==> src/rtl/imm_pack.sv <==
// Immediate encoder: validates a signed 64-bit immediate against a RISC-V style
// format and scatters it into the base instruction, through a 2-stage valid/ready pipe.
module imm_pack #(
  parameter int ERR_CNT_W = 16
) (
  input  logic                 clk,
  input  logic                 reset,
  input  logic                 in_valid,
  output logic                 in_ready,
  input  logic [31:0]          in_inst,
  input  logic [63:0]          in_imm,
  input  logic [2:0]           in_type,
  output logic                 out_valid,
  input  logic                 out_ready,
  output logic [31:0]          out_inst,
  output logic [1:0]           out_err,
  output logic [ERR_CNT_W-1:0] err_count
);

  localparam logic [2:0] FMT_U = 3'b000;
  localparam logic [2:0] FMT_J = 3'b001;
  localparam logic [2:0] FMT_I = 3'b010;
  localparam logic [2:0] FMT_B = 3'b011;
  localparam logic [2:0] FMT_S = 3'b100;

  localparam logic [1:0] ERR_NONE  = 2'b00;
  localparam logic [1:0] ERR_RANGE = 2'b01;
  localparam logic [1:0] ERR_ALIGN = 2'b10;
  localparam logic [1:0] ERR_TYPE  = 2'b11;

  // Handshake: a stage takes new data when it is empty or its contents move
  // on in the same cycle; a transfer happens on valid && ready at posedge clk.
  logic s1_valid;
  logic s2_valid;
  logic s1_adv;
  logic s2_adv;

  logic [31:0] s1_inst;
  logic [63:0] s1_imm;
  logic [2:0]  s1_type;

  logic [31:0] s2_inst;
  logic [1:0]  s2_err;

  logic        type_ok;
  logic        align_ok;
  logic        range_ok;
  logic [1:0]  s1_err;
  logic [31:0] merged;
  logic [31:0] s1_result;

  assign s2_adv   = !s2_valid || out_ready;
  assign s1_adv   = !s1_valid || s2_adv;
  assign in_ready = s1_adv;

  assign out_valid = s2_valid;
  assign out_inst  = s2_inst;
  assign out_err   = s2_err;

  // Range checks: every bit above the field MSB must replicate it.
  always_comb begin
    range_ok = 1'b0;
    case (s1_type)
      FMT_U: range_ok = (s1_imm[11:0] == 12'h000) &&
                        ((&s1_imm[63:31]) || !(|s1_imm[63:31]));
      FMT_J: range_ok = (&s1_imm[63:20]) || !(|s1_imm[63:20]);
      FMT_I: range_ok = (&s1_imm[63:11]) || !(|s1_imm[63:11]);
      FMT_B: range_ok = (&s1_imm[63:12]) || !(|s1_imm[63:12]);
      FMT_S: range_ok = (&s1_imm[63:11]) || !(|s1_imm[63:11]);
      default: range_ok = 1'b0;
    endcase
  end

  always_comb begin
    type_ok  = (s1_type <= FMT_S);
    align_ok = !(((s1_type == FMT_J) || (s1_type == FMT_B)) && s1_imm[0]);
    if (!type_ok) begin
      s1_err = ERR_TYPE;
    end else if (!align_ok) begin
      s1_err = ERR_ALIGN;
    end else if (!range_ok) begin
      s1_err = ERR_RANGE;
    end else begin
      s1_err = ERR_NONE;
    end
  end

  always_comb begin
    merged = s1_inst;
    case (s1_type)
      FMT_U: merged[31:12] = s1_imm[31:12];
      FMT_J: begin
        merged[31]    = s1_imm[20];
        merged[30:21] = s1_imm[10:1];
        merged[20]    = s1_imm[11];
        merged[19:12] = s1_imm[19:12];
      end
      FMT_I: merged[31:20] = s1_imm[11:0];
      FMT_B: begin
        merged[31]    = s1_imm[12];
        merged[30:25] = s1_imm[10:5];
        merged[11:8]  = s1_imm[4:1];
        merged[7]     = s1_imm[11];
      end
      FMT_S: begin
        merged[31:25] = s1_imm[11:5];
        merged[11:7]  = s1_imm[4:0];
      end
      default: merged = s1_inst;
    endcase
    s1_result = (s1_err == ERR_NONE) ? merged : s1_inst;
  end

  always_ff @(posedge clk) begin
    if (reset) begin
      s1_valid <= 1'b0;
      s1_inst  <= 32'h0;
      s1_imm   <= 64'h0;
      s1_type  <= 3'b000;
    end else if (s1_adv) begin
      s1_valid <= in_valid;
      if (in_valid) begin
        s1_inst <= in_inst;
        s1_imm  <= in_imm;
        s1_type <= in_type;
      end
    end
  end

  always_ff @(posedge clk) begin
    if (reset) begin
      s2_valid <= 1'b0;
      s2_inst  <= 32'h0;
      s2_err   <= ERR_NONE;
    end else if (s2_adv) begin
      s2_valid <= s1_valid;
      if (s1_valid) begin
        s2_inst <= s1_result;
        s2_err  <= s1_err;
      end
    end
  end

  // Only results actually taken downstream are counted; stalled ones wait.
  always_ff @(posedge clk) begin
    if (reset) begin
      err_count <= '0;
    end else if (s2_valid && out_ready && (s2_err != ERR_NONE) &&
                 (err_count != {ERR_CNT_W{1'b1}})) begin
      err_count <= err_count + ERR_CNT_W'(1);
    end
  end

endmodule

==> config.mk <==
export PLATFORM = sky130hd
export DESIGN_NAME = imm_pack
export DESIGN_NICKNAME = d
export VERILOG_FILES = /design/src/rtl/imm_pack.sv
export SDC_FILE = /design/constraint.sdc
export NUM_CORES = 1
export LEC_CHECK = 0
export ABC_CLOCK_PERIOD_IN_PS = 2640
export BUFFER_PORTS_ARGS = -buffer_cell sky130_fd_sc_hd__buf_2
export CAP_MARGIN = 20
export CORE_MARGIN = 1
export CORE_UTILIZATION = 48
export CTS_BUF_LIST = sky130_fd_sc_hd__clkbuf_4 sky130_fd_sc_hd__clkbuf_8
export CTS_CLUSTER_SIZE = 40
export DETAILED_ROUTE_END_ITERATION = 6
export GPL_ROUTABILITY_DRIVEN = 0
export MAX_ROUTING_LAYER = met4
export PLACE_DENSITY = 0.76
export SLEW_MARGIN = 20
export SYNTH_ARGS = -nofsm -noshare
export SYNTH_HDL_FRONTEND = slang
export SYNTH_SLANG_ARGS = --single-unit
==> constraint.sdc <==
create_clock -name clk -period 2.64 [get_ports clk]
set_input_delay 0.132 -clock clk [delete_from_list [all_inputs] [get_ports clk]]
set_output_delay 0.132 -clock clk [all_outputs]
set_load 0.05 [all_outputs]
# Yosys cells after proc, flatten, opt, wreduce, memory -nomap -nowiden

Cells that the tools add are included.

Register bits after elaboration: 151
Output and inout port bits: 52
Word-level logic and storage cells: 58

$add $sub $neg: 1
$lt $le $gt $ge: 1
Equality and inequality tests: 5
Mux-type cells: 9
Reduce and logical (&&, ||, !) cells: 34

Operator list:

| kind                    | count |
|---|---|
| $reduce_and A53 Y1      | 1 |
| $reduce_or A53 Y1       | 1 |
| $reduce_and A52 Y1      | 1 |
| $reduce_or A52 Y1       | 1 |
| $reduce_and A44 Y1      | 1 |
| $reduce_or A44 Y1       | 1 |
| $reduce_and A33 Y1      | 1 |
| $reduce_or A33 Y1       | 1 |
| $mux W32                | 1 |
| $pmux W7 S4             | 1 |
| $add A16 B1 Y16 const B | 1 |
| $ne A16 B16 Y1 const B  | 1 |
| $pmux W5 S3             | 1 |
| $logic_not A12 Y1       | 1 |
| $pmux W5 S2             | 1 |
| $mux W8                 | 1 |
| $logic_or A1 B1 Y1      | 7 |
| $eq A3 B2 Y1 const B    | 2 |
| $logic_not A1 Y1        | 6 |
| $logic_and A1 B1 Y1     | 5 |
| $mux W2                 | 2 |
| $pmux W1 S4             | 1 |
| $reduce_and A2 Y1       | 2 |
| $reduce_or A2 Y1        | 2 |
| other kinds (7)         | 7 |

# Logic depth before layout (Yosys ltp)

Word-level depth: 10
Depth in mapped cells: 10
Mapped depth without buffers: 8

# Worst setup path after synthesis

No wires, ideal clock.

Path kind: register to register
Start: register s1_imm[16]
End: register s2_inst[12] (netlist: out_inst[12])
Data arrival time: 2.419 ns
Setup slack: 0.100 ns
Cell stages (with the launch flop): 10
Buffers on the path: 2
Clock period less this slack: 2.540 ns
Cells stage by stage: dfxtp_1 or4_1 a211o_1 nor3_2 a221oi_1 o211a_1 buf_6 or3_1 buf_2 o311a_1

Word-level cells in the longest chain between the ends: 9
Elaborated cells between the ends (all ways): 14

Ends and longest elaborated chain:

| element                                                       | line       | source |
|---|---|---|
| from (decl)                                                   | 39         | `logic [63:0] s1_imm;` |
| from (signal assigned)                                        | 124        | `s1_imm <= in_imm;` |
| $reduce_or A53 Y1 / $reduce_or A52 Y1 (equally long branches) | 67, 69, 68 |  |
| $logic_not A1 Y1, on equally long branches                    | 67, 69, 68 |  |
| $logic_or A1 B1 Y1, on equally long branches                  | 67, 69, 68 |  |
| $pmux W1 S4 *                                                 | 63         | `case (s1_type)` |
| $mux W1 *                                                     | 81         | `end else if (!range_ok) begin` |
| $mux W2 *                                                     | 79         | `end else if (!align_ok) begin` |
| $mux W2 *                                                     | 77         | `if (!type_ok) begin` |
| $logic_not A2 Y1 *                                            | 111        | `s1_result = (s1_err == ERR_NONE) ? merged : s1_inst;` |
| $mux W32 *                                                    | 111        |  |
| to (signal assigned)                                          | 138        | `s2_inst <= s1_result;` |
| to (decl)                                                     | 42         | `logic [31:0] s2_inst;` |

Mark *: on every way between the ends. The rest lies on a longest branch, timed or not.
A chain may end at the register's enable or synchronous reset.

# Worst setup path in the final report

Start: register s1_type[2]
End: register s2_inst[12] (netlist: out_inst[12])

Word-level cells in the longest chain between the ends: 8
Elaborated cells between the ends (all ways): 17

Ends and longest elaborated chain:

| element                                             | line | source |
|---|---|---|
| from (decl)                                         | 40   | `logic [2:0] s1_type;` |
| from (signal assigned)                              | 125  | `s1_type <= in_type;` |
| $eq A3 B3 Y1 / $eq A3 B2 Y1 (equally long branches) | 63   |  |
| $reduce_or A2 Y1 (no line)                          | n/a  |  |
| $pmux W1 S4                                         | 63   |  |
| $mux W1                                             | 81   |  |
| $mux W2                                             | 79   |  |
| $mux W2                                             | 77   |  |
| $logic_not A2 Y1                                    | 111  |  |
| $mux W32 *                                          | 111  |  |

Marked as above.

==> qor.txt <==
required time worst endpoint - 3.00 ns
max-slew violation total from the final report - 0
power dissipated by switching net loads - 1.40 mW
number of flops mapped to enable cells by yosys - 0
via count - 6943
transition time of the tightest slew-check pin - 1.01 ns
routed length on met3 - 1070 um
DRC Markers - 0
CTS H-tree depth - 4
nature of the critical path startpoint - flop
Final Hold Viols - 0
post-CTS setup buffer count - 0
DRC marker count from the first detailed-route iteration - 644
vias in the first global route - 6590
Leakage Power - 3.62 nW
DP HPWL - 12200 um
First-pass DRT Iterations - 5
TritonCTS clock tree - done
top cells by instance count after synthesis - 236 x nand2_1, 151 x dfxtp_1, 115 x a21oi_1
outcome - completed
clock network fraction of total power - 35.6%
cell type with the largest total area after synthesis - dfxtp_1
Vert. Die Dim - 118 um
total routing resource utilization after global routing - 29.0%
critical register-to-register path startpoint - s1_type[2]
Slowest-stage cell, CP - or3_4
async set or reset register ratio after synthesis - 0%
switching power as a share of total power - 27.7%
max_cap viols - 0
post-route minimum period - 2.50 ns
met2 wire len - 10100 um
launch point of the worst hold path - in_imm[11]
wire length of the first global-routing pass - 31200 um
unrepaired setup endpoints after global routing - false
area fraction of the dominant cell type after synthesis - 47.0%
die area - 0.0139 sq mm
number of nets with antenna violations after routing - 0
mean number of vias per cell - 5.50
Setup Skew - 0.00942 ns
gate count of the mapped netlist - 839
synthesis-stage register bit count - 151
number of buffers inserted by port buffering - 154
sequential cell fraction of total power - 49.0%
number of nets in the synthesized netlist - 943
register area share after synthesis - 47.0%
R2R Path End - out_inst[12]
hold worst-path end - s1_imm[11]
number of setup violations in the final report - 0
post-layout net count - 1181
crit-path max cell delay - 0.43 ns
most common cell in the netlist - nand2_1
worst endpoint data arrival time - 2.86 ns
routed length on met1 - 8160 um
maximum count of clock buffers along a single path - 2
CTS Buf Count - 17
combinational group share of total power - 15.4%
Power Dens Cells - 570 mW/mm^2
number of sinks driven by the clock tree - 151
post-route setup TNS - 0 ns
worst hold slack after final layout - 0.00204 ns
area of the placeable core - 0.0128 sq mm
startpoint of the worst setup timing path - s1_type[2]
leftover overflow at the end of global routing - 0
crit share post-route - 94.8%
worst hold path type - in2reg
starting density of the core - 50.2%
pin count of the biggest net entering global routing - 100
proportion of layout cells with a drive suffix above 1 - 20.8%
cell at the root of the clock tree - clkbuf_8
maximum fanout along the worst path - 8
Reg2Reg Depth - 7
series of cell instances along the critical path - or3b_1, a211oi_1, and2_1, a221oi_1, o211a_1, or3_4, o311a_1
number of stages on the worst hold path - 3
Critical Path End Type - flop
worst voltage drop across the vdd grid - 368 uV
internal power of the cells - 3.66 mW
Synthesis Warnings - 0
n_diodes - 0
number of antenna violations at the first check in global routing - 0
clock transition at the registers of the reported paths - 0.08 ns
signed area change from the synthesized netlist to the final layout - 37.8%
worst path bufs/invs - 0
fmax - 400 MHz
clock latency reported for the late side of the worst-skew pair - 0.46 ns
register-to-register setup slack - 0.14 ns
CP top delay family - simple AND/OR/NAND/NOR gates
post-synthesis instance area - 0.00643 sq mm
std cell rows - 41
type of the setup path with the least slack - reg2reg
Die Wd - 118 um
leading post-synthesis cells by cell area - dfxtp_1 47%, nand2_1 14%, a21oi_1 8.9%
average wire length per cell after detail routing - 15.7 um
top_reg_cell synth - dfxtp_1
average cell area after synthesis - 7.67 sq um
highest routed layer - met4
count of pins on the block boundary - 155
Synth cell types - 47
Total Wirelength - 19800 um
Max-slew headroom - 32.9%
==> power by group through the flow <==
| stage | Sequential, mW | Combinational, mW | Clock [mW] |
|---|---|---|---|
| final | 2.47 | 0.779 | 1.80 |
| after global routing | 2.49 | 0.841 | 1.92 |
| after CTS | 2.47 | 0.759 | 1.82 |
| after detailed placement | 2.52 | 0.646 | 0 |
| after global placement | 2.52 | 0.640 | 0 |
| after floorplan | 2.60 | 0.327 | 0 |
==> worst max-delay path by stage <==
| stage | end | slack, ns | cells after the start |
|---|---|---|---|
| after floorplan | out_inst[12] | 0.1 | 9 |
| after global placement | out_inst[13] | 0.09 | 7 |
| after detailed placement | out_inst[12] | 0.07 | 7 |
| after CTS | out_inst[12] | 0.06 | 7 |
| after global routing | out_inst[12] | 0.05 | 7 |
| final | out_inst[12] | 0.14 | 7 |
==> through the flow <==
step | setup WS, ns | cells | utilization, % | instance area [sq um] | total power, mW
2_1_floorplan | 0.0996 | 839 | - | 6430 | 2.93
3_3_place_gp | 0.0871 | 1131 | 58.1 | 7450 | 3.16
3_5_place_dp | 0.0687 | 1131 | 58.1 | 7450 | 3.17
4_1_cts | 0.0556 | 1262 | 69.0 | 8850 | 5.05
5_1_grt | 0.0468 | 1262 | 69.1 | 8870 | 5.25
6_report | 0.137 | 1262 | 69.1 | 8870 | 5.05
==> timing repair <==
| item | CTS | global route |
|---|---|---|
| hold buffers | 99 | 0 |
| resized for setup | 0 | 4 |
| endpoints found under the hold margin | 99 | 0 |
| setup endpoints to repair | 0 | 8 |
==> registers in the layout, indices dropped and copies added (netlist names) <==
name and cells:
out_valid 1, s1_type 3, out_inst 32, err_count 16, s1_imm 64, s1_valid 1, out_err 2, s1_inst 32
==> layout make-up <==
type / instances / area, sq um
fillers: 1084 / 3960
multi-input cells: 622 / 3190
flip-flops and latches: 151 / 3020
repair buffers: 282 / 2020
clock buffers: 21 / 289
well taps: 172 / 215
clock inverters: 11 / 123
inverters: 3 / 11.3
==> cell families after synthesis <==
| logic type | after synthesis | share of synthesized area, % |
|---|---|---|
| AO/OA/AOI/OAI | 198 | 18.3 |
| XOR/XNOR | 14 | 1.91 |
| adder cells (fa/ha/maj) | 1 | 0.194 |
| buffers and inverters | 66 | 4.03 |
| flip-flops | 151 | 47.0 |
| multiplexers | 12 | 1.91 |
| AND/OR/NAND/NOR | 397 | 26.7 |
==> per-layer routing <==
| metal | global-route usage [%] | up-vias |
|---|---|---|
| li1 | - | 3383 |
| met1 | 32.7 | 3248 |
| met2 | 50.3 | 271 |
| met3 | 5.28 | 41 |
| met4 | 11.8 | 0 |
| met5 | - | - |
==> worst register-to-register path: stages, from the launching register on <==
cell      delay [ns]
dfxtp_1         0.41
or3b_1          0.40
a211oi_1        0.32
and2_1          0.18
a221oi_1        0.08
o211a_1         0.28
or3_4           0.43
o311a_1         0.31
==> cells in the final DEF, fill, tap and decap left out, drive strengths merged, types with 13 or more instances in the layout <==
cell type / synthesis / final
nor4: 17 / 17
o31ai: 13 / 13
nand3: 16 / 16
dlygate4sd3: 0 / 99
dfxtp: 151 / 151
nor2: 66 / 66
nand2: 236 / 236
buf: 5 / 183
o21ai: 22 / 22
clkbuf: 58 / 21
nand4: 25 / 25
a21oi: 115 / 115
No activity file was read; power rests on OpenSTA's default activity.
